### src/rtl/spectrum_frame_tx.sv
// Frames a frozen snapshot of NUM_BINS transform results into a byte stream for a serial_TX-style UART.
// Optional trailing mod-256 payload checksum byte is built when FRAME_CHECKSUM_EN is defined.
module spectrum_frame_tx #(
  parameter int unsigned NUM_BINS      = 4,
  parameter int unsigned RESULT_WIDTH  = 24,
  parameter int unsigned BYTES_PER_BIN = 1,
  parameter logic [7:0]  SYNC_BYTE     = 8'hA5
) (
  input  logic                             clk,
  input  logic                             rst,
  input  logic [NUM_BINS*RESULT_WIDTH-1:0] results,
  input  logic                             results_valid,
  output logic [7:0]                       tx_data,
  output logic                             tx_new_data,
  input  logic                             tx_busy,
  input  logic                             tx_block,
  output logic                             frame_busy,
  output logic [7:0]                       frames_dropped
);

  localparam int unsigned BUS_W       = NUM_BINS * RESULT_WIDTH;
  localparam int unsigned PAYLOAD_LEN = NUM_BINS * BYTES_PER_BIN;
`ifdef FRAME_CHECKSUM_EN
  localparam int unsigned FRAME_LEN   = PAYLOAD_LEN + 2;
`else
  localparam int unsigned FRAME_LEN   = PAYLOAD_LEN + 1;
`endif
  localparam int unsigned IDX_W       = (FRAME_LEN > 1) ? $clog2(FRAME_LEN) : 1;
  localparam int unsigned PIDX_W      = (PAYLOAD_LEN > 1) ? $clog2(PAYLOAD_LEN) : 1;

  typedef enum logic [1:0] {IDLE, SEND, WAIT_ACK, WAIT_FREE} state_t;

  state_t             state_q, state_d;
  logic [IDX_W-1:0]   idx_q, idx_d;
  logic [BUS_W-1:0]   shadow_q, shadow_d;
  logic [7:0]         tx_data_q, tx_data_d;
  logic               tx_new_data_q, tx_new_data_d;
  logic               frame_busy_q, frame_busy_d;
  logic [7:0]         dropped_q, dropped_d;
`ifdef FRAME_CHECKSUM_EN
  logic [7:0]         csum_q, csum_d;
`endif

  logic [7:0]         payload [PAYLOAD_LEN];
  logic [7:0]         cur_byte_c;
  logic               in_payload_c;
  logic               last_byte_c;
  logic [PIDX_W-1:0]  pidx_c;

  // Payload byte p = bin p/BYTES_PER_BIN, byte p%BYTES_PER_BIN counted from the MSB end
  for (genvar k = 0; k < NUM_BINS; k++) begin : g_bin
    for (genvar j = 0; j < BYTES_PER_BIN; j++) begin : g_byte
      assign payload[k*BYTES_PER_BIN + j] =
        shadow_q[k*RESULT_WIDTH + RESULT_WIDTH - 1 - 8*j -: 8];
    end
  end

  // Byte selected by the frame index: header, payload, then optional checksum
  always_comb begin
    in_payload_c = (idx_q != '0) && (idx_q <= IDX_W'(PAYLOAD_LEN));
    last_byte_c  = (idx_q == IDX_W'(FRAME_LEN - 1));
    pidx_c       = PIDX_W'(idx_q - IDX_W'(1));
    cur_byte_c   = SYNC_BYTE;
    if (in_payload_c) begin
      cur_byte_c = payload[pidx_c];
    end
`ifdef FRAME_CHECKSUM_EN
    if (last_byte_c) begin
      cur_byte_c = csum_q;
    end
`endif
  end

  always_comb begin
    state_d       = state_q;
    idx_d         = idx_q;
    shadow_d      = shadow_q;
    tx_data_d     = tx_data_q;
    tx_new_data_d = 1'b0;
    frame_busy_d  = frame_busy_q;
    dropped_d     = dropped_q;
`ifdef FRAME_CHECKSUM_EN
    csum_d        = csum_q;
`endif

    // Any capture request outside IDLE is lost; the counter sticks at its maximum
    if (results_valid && (state_q != IDLE) && (dropped_q != 8'hFF)) begin
      dropped_d = dropped_q + 8'd1;
    end

    case (state_q)
      IDLE: begin
        if (results_valid) begin
          shadow_d     = results;
          idx_d        = '0;
          frame_busy_d = 1'b1;
          state_d      = SEND;
`ifdef FRAME_CHECKSUM_EN
          csum_d       = 8'd0;
`endif
        end
      end
      SEND: begin
        if (!tx_busy && !tx_block) begin
          tx_data_d     = cur_byte_c;
          tx_new_data_d = 1'b1;
          state_d       = WAIT_ACK;
`ifdef FRAME_CHECKSUM_EN
          if (in_payload_c) begin
            csum_d = csum_q + cur_byte_c;
          end
`endif
        end
      end
      // Transmitter raises busy one cycle after the strobe; skip that cycle
      WAIT_ACK: begin
        state_d = WAIT_FREE;
      end
      WAIT_FREE: begin
        if (!tx_busy) begin
          if (last_byte_c) begin
            frame_busy_d = 1'b0;
            state_d      = IDLE;
          end else begin
            idx_d   = idx_q + IDX_W'(1);
            state_d = SEND;
          end
        end
      end
      default: begin
        state_d = IDLE;
      end
    endcase
  end

  always_ff @(posedge clk) begin
    if (rst) begin
      state_q       <= IDLE;
      idx_q         <= '0;
      shadow_q      <= '0;
      tx_data_q     <= 8'd0;
      tx_new_data_q <= 1'b0;
      frame_busy_q  <= 1'b0;
      dropped_q     <= 8'd0;
`ifdef FRAME_CHECKSUM_EN
      csum_q        <= 8'd0;
`endif
    end else begin
      state_q       <= state_d;
      idx_q         <= idx_d;
      shadow_q      <= shadow_d;
      tx_data_q     <= tx_data_d;
      tx_new_data_q <= tx_new_data_d;
      frame_busy_q  <= frame_busy_d;
      dropped_q     <= dropped_d;
`ifdef FRAME_CHECKSUM_EN
      csum_q        <= csum_d;
`endif
    end
  end

  assign tx_data        = tx_data_q;
  assign tx_new_data    = tx_new_data_q;
  assign frame_busy     = frame_busy_q;
  assign frames_dropped = dropped_q;

endmodule

### config.mk
export PLATFORM = sky130hd
export DESIGN_NAME = spectrum_frame_tx
export DESIGN_NICKNAME = d
export VERILOG_FILES = /design/src/rtl/spectrum_frame_tx.sv
export SDC_FILE = /design/constraint.sdc
export NUM_CORES = 1
export LEC_CHECK = 0
export ABC_AREA = 0
export CAP_MARGIN = 5
export CORE_UTILIZATION = 41
export DETAILED_ROUTE_END_ITERATION = 10
export PLACE_DENSITY = 0.81
export SLEW_MARGIN = 15
export SYNTH_ARGS = -nofsm -noshare
export SYNTH_HDL_FRONTEND = slang
export SYNTH_SLANG_ARGS = --single-unit
### constraint.sdc
create_clock -name clk -period 2.5 [get_ports clk]
set_clock_uncertainty 0.2 [all_clocks]
set_input_delay 0.5 -clock clk [delete_from_list [all_inputs] [get_ports clk]]
set_output_delay 0.5 -clock clk [all_outputs]
set_load 0.1 [all_outputs]
==> results.toml <==
[sta]
worst_pin_slew_ns = 0.4690
finalHoldViolations = 0
holdWs_ns = 0.2578
setup_tns_ns = 0
fin_crit_sh = 0.8727
worst_slack_ns = 0.3182
finalCriticalPeriod_ns = 2.182
setup_viol = 0
relSlewSlack = 0.6873
max_freq_ghz = 0.4583
rsz0062_at_grt = "false"
final-max-slew-violation-count = 0

[clock_network]
cts_tree = "yes"
htreeDepth = 2
cts_setup_buffers = 0
clockBufferDepth = 2
clk_pin_slew_ns = 0.10
root_buffer = "clkbuf_8"
postCtsHoldBufs = 0
insertion_delay_ns = 0.31
cts.sinks = 55
cts_buffers = 5
cts-resized-gates = 0

[floorplan]
die_h_um = 79.38
fp.coreArea_um2 = 5642
dieWidth_um = 79.38
die_area_um2 = 6301
initial_core_util = 0.4351
rows = 27
ios = 119

[worst_setup_path]
crit_path_max_fanout = 4
crit_chain = "inv_1 > ha_1 > ha_1 > or4b_2 > o22ai_1 > nor2_1"
worstSetupPathType = "reg -> reg"
cp_top_family = "simple AND/OR/NAND/NOR gates"
worst_setup_path_end_kind = "flop"
critical_path_arrival_ns = 2.17
crit_slowest_cell = "or4b_2"
crit_top_cell = "ha_1"
critPathMaxStageDelay_ns = 0.73
worst-path-buf-inv = 1
cp.required_ns = 2.49
startpoint_type = "flop"

[grt]
use_met3 = 0.04000
grt_use_met1 = 0.2399
grt_usage = 0.1783
top_usage_layer = "met2"
overflow = 0
antenna_found_initial = 0
grt_max_degree = 34
grt_pass1_wl_mm = 8.652
use_met2 = 0.2716
grt_pass1_vias = 1908

[logic_synthesis]
synth_warnings = 0
synth_cell_types = 48
synth_edf_count = 0
synth.cell_area_um2 = 2455
yosys_most_used_dff = "dfxtp_1"
ys_seq_elements = 55
ys_seq_area_frac = 0.4485
synth_nets = 388
async_flop_share = 0
avgSynthCellArea_um2 = 8.767
synth_cells = 280

[power_and_ir_drop]
switching_share = 0.3794
p_comb_frac = 0.365
p_per_area_nw_per_um2 = 812.9
intPower_mw = 1.562
p_seq_frac = 0.437
clock_power_share = 0.198
leakagePower_nw = 1.162
p_switching_mw = 0.9551
vdd_drop_max_v = 0.0003650

[placement]
dp_worst_setup_slack_ns = 0.2476
portBuffers = 54
gp_congestion = 0.8122
dp_hpwl_mm = 3.859

[layout]
fillCellCount = 521
drive_above_1_share = 0.1463
diodes = 0
syn_to_final_growth_pct = 26.15
nets = 435

[run]
cap_violations = 0

[route]
first_iter_violations = 120
dr.pass1.iters = 4
ant_nets = 0
post-route-drc-count = 0
vias_per_cell = 5.533
dr_total_vias = 2213
routed_wirelength_mm = 5.363
wl_per_cell_um = 13.41

[outcome]
status = "complete, no violations"

[min_path]
hold_path.class = "reg -> reg"
==> layout by cell type (no fill, tap or decap), types with 2 or more instances in the layout <==
cell type / synthesis / layout
dfxtp_1: 55 / 55
clkbuf_8: 0 / 5
nand4_1: 4 / 4
a22oi_1: 4 / 4
mux4_2: 8 / 8
inv_1: 8 / 8
buf_4: 0 / 25
nand3_1: 2 / 2
nand2_1: 71 / 71
nor2_1: 11 / 11
nor3_1: 4 / 4
a21oi_1: 40 / 40
and4b_1: 2 / 2
mux2i_1: 2 / 2
a211oi_1: 2 / 2
ha_1: 7 / 7
a311oi_1: 2 / 2
o211a_1: 2 / 2
a41oi_1: 2 / 2
o21ai_0: 3 / 3
and3_1: 2 / 2
o22ai_1: 4 / 4
clkdlybuf4s50_1: 0 / 35
==> per-layer routing <==
layer	routed length [um]	part of all wire	vias to the layer above
met1	2437	0.45	1046
met4	119	0.022	0
met3	349	0.065	12
li1	-	-	1084
met2	2456	0.46	71
met5	0	0	-
==> worst reg2reg max path, cell delays in order (launching register included) <==
cell,delay (ns)
dfxtp_1,0.38
inv_1,0.06
ha_1,0.18
ha_1,0.28
or4b_2,0.73
o22ai_1,0.17
nor2_1,0.07
==> synthesized netlist by cell type (all sizes together) (2+ instances only) <==
master / number / area share
a22oi: 4 / 0.012
a21oi: 40 / 0.082
mux2i: 2 / 0.0082
a311oi: 2 / 0.0071
nor3: 4 / 0.0082
mux4: 8 / 0.073
clkbuf: 9 / 0.014
ha: 7 / 0.036
a221oi: 2 / 0.0097
a211oi: 2 / 0.0061
o211a: 2 / 0.0082
nand2: 71 / 0.11
o21ai: 3 / 0.0061
o22ai: 4 / 0.010
dfxtp: 55 / 0.45
inv: 8 / 0.012
and3: 2 / 0.0051
and4b: 2 / 0.0082
buf: 13 / 0.027
a41oi: 2 / 0.0071
nor2: 11 / 0.017
nand3: 2 / 0.0041
nand4: 4 / 0.010
==> sequential cells by signal, summed over array words and instances, names as in the netlist <==
signal and count:
tx_data 8, frames_dropped 8, frame_busy 1, idx_q 3
state_q 2, tx_new_data 1, shadow_q 32
==> cell type report <==
type                    count  area [um2]  share of cell area
clock inverters             2       16.27            0.005253
inverters                   8       30.03            0.009697
clock buffers               6       72.57             0.02343
flip-flops and latches     55        1101              0.3556
multi-input cells         195        1224              0.3952
repair buffers             62       563.0              0.1818
well taps                  72       90.09             0.02909
==> final timing paths <==
kind,startpoint,endpoint,slack (ns),cells after the start
max,idx_q[1]$_SDFFE_PP0P_,tx_data[7]$_SDFFE_PP0P_,0.32,6
min,shadow_q[45]$_SDFFE_PP0P_,shadow_q[45]$_SDFFE_PP0P_,0.26,2
max reg2reg,idx_q[1]$_SDFFE_PP0P_,tx_data[7]$_SDFFE_PP0P_,0.32,6
min reg2reg,shadow_q[45]$_SDFFE_PP0P_,shadow_q[45]$_SDFFE_PP0P_,0.26,2
==> logic make-up (layout without fill, tap and decap cells) <==
logic type	Yosys count	count (layout)	synth area share
AO/OA/AOI/OAI	69	69	0.1748
adder cells (fa/ha/maj)	7	7	0.03568
buffers and inverters	30	78	0.05301
flip-flops	55	55	0.4485
multiplexers	11	11	0.08614
AND/OR/NAND/NOR	108	108	0.2018
==> power groups by stage <==
stage | sequential (mW) | clock, mW | combinational [mW]
after floorplan | 1.28 | 0 | 0.507
after global placement | 1.11 | 0 | 0.889
after detailed placement | 1.12 | 0 | 0.918
after CTS | 1.10 | 0.512 | 0.920
after global routing | 1.12 | 0.544 | 0.997
final | 1.10 | 0.497 | 0.920
==> stage by stage <==
step	cell area [um2]	util	instances	power (mW)
floorplan	2455	-	280	1.786
detailed placement	3008	0.5332	392	2.037
global placement	3008	0.5332	392	2.000
finish	3097	0.5489	400	2.517
global route	3097	0.5489	400	2.659
CTS	3097	0.5489	400	2.531
(Power assumes the default switching activity.)
==> patch (same flow settings) <==
Remove the register `tx_new_data_q`: a continuous assignment takes its place, so the output `tx_new_data` follows one clock earlier.
--- a/src/rtl/spectrum_frame_tx.sv
+++ b/src/rtl/spectrum_frame_tx.sv
@@ -139,7 +139,6 @@
       idx_q         <= '0;
       shadow_q      <= '0;
       tx_data_q     <= 8'd0;
-      tx_new_data_q <= 1'b0;
       frame_busy_q  <= 1'b0;
       dropped_q     <= 8'd0;
 `ifdef FRAME_CHECKSUM_EN
@@ -150,7 +149,6 @@
       idx_q         <= idx_d;
       shadow_q      <= shadow_d;
       tx_data_q     <= tx_data_d;
-      tx_new_data_q <= tx_new_data_d;
       frame_busy_q  <= frame_busy_d;
       dropped_q     <= dropped_d;
 `ifdef FRAME_CHECKSUM_EN
@@ -159,6 +157,8 @@
     end
   end
 
+  assign tx_new_data_q = tx_new_data_d;
+
   assign tx_data        = tx_data_q;
   assign tx_new_data    = tx_new_data_q;
   assign frame_busy     = frame_busy_q;
Function: changed (a bounded check fails within 4 cycles, from zero or initial values and one cycle with rst high).
==> patch against the unedited design <==
- die area is 5.1% lower
- register-to-register slack better by 80 ps
- routed wire length is 9.0% lower
- sequential share of layout area is 0.34 points higher
- synthesized area is 5.2% lower
- worst setup slack worse by 260 ps
- final cell count is 1.8% lower
- maximum frequency is 11% lower
- combinational power is 7.3% higher
- cell area is 2.7% lower
- sequential cell count is 1 lower
- total power is 2.9% higher
- largest cell class unchanged
==> patch: results <==
set metrics [dict create \
    crit_required_ps 1800 \
    critPathTopFamily "buffers and inverters" \
    preCtsSetupSlack_ps 66.6 \
    max_slew_margin 0.462 \
    power_density_nw_per_um2 860 \
    drt_iter0_drc 128 \
    dp_cells 385 \
    use_met3 0.0329 \
    switching_power_mw 1.02 \
    status "completed" \
    nNetsFinal 428 \
    vdd_drop_max_v 0.000382 \
    ys_seq_area_frac 0.465 \
    fillers 512 \
    layout-drive-gt1-share 0.146 \
    first_global_vias 1910 \
    timing.rr.start "state_q[0]$_SDFFE_PP0P_" \
    fin_cells 393 \
    rr_endpoint "frames_dropped[5]$_SDFFE_PP0P_" \
    bufAreaShareNonClock 0.187 \
    inv_count 7 \
    hpwl_um 3510 \
    min-delay-start "shadow_q[21]$_SDFFE_PP0P_" \
    syn-num-nets 377 \
    p_comb_mw 0.987 \
    slowest_delay_ps 530 \
    grt_usage 0.173 \
    synthTopCellsByCount "nand2_1 (70), dfxtp_1 (54), a21oi_1 (41), nor2_1 (17), clkbuf_1 (16)" \
    wl_met3_um 262 \
    num-multi-input-gates 190 \
    design_area_um2 3010 \
    drt-met1-wl_um 2190 \
    endpoint "tx_new_data" \
    seq_share 0.359 \
    wl_per_cell_um 12.4 \
    p_leak_nw 1.15 \
    grt_util_met1 0.221 \
    synth.distinct_cells 34 \
    grtUsageMet2 0.290 \
    clock_area_frac 0.0324 \
    place.gp.congestion 0.800 \
    synth_area_per_cell_um2 8.65 \
    synth_area_leaders "dfxtp_1 (46%), nand2_1 (11%), a21oi_1 (8.8%)" \
]
==> patch: changes by cell type after synthesis, moves of 3 or more <==
cell / change
o21ai_0: +3
nor2_1: +6
buf_1: -5
xor2_1: +3
clkbuf_1: +8
buf_2: -5
==> patch: kinds of logic after synthesis <==
logic type,Yosys count,synth area share
buffers and inverters,25,0.0414
muxes,10,0.0860
xor gates and xnor gates,3,0.0113
adders and majority gates,7,0.0376
DFF,54,0.465
AOI/OAI and AO/OA,65,0.159
and+or+nand+nor,105,0.201
==> patch: worst min path at each step <==
stage                                      to  slack, ps  cells after the start
finish              shadow_q[21]$_SDFFE_PP0P_        260                      2
global route        shadow_q[89]$_SDFFE_PP0P_        280                      2
CTS                 shadow_q[21]$_SDFFE_PP0P_        260                      2
detailed placement  shadow_q[21]$_SDFFE_PP0P_        250                      2
global placement    shadow_q[89]$_SDFFE_PP0P_        240                      2
floorplan           shadow_q[40]$_SDFFE_PP0P_        230                      2
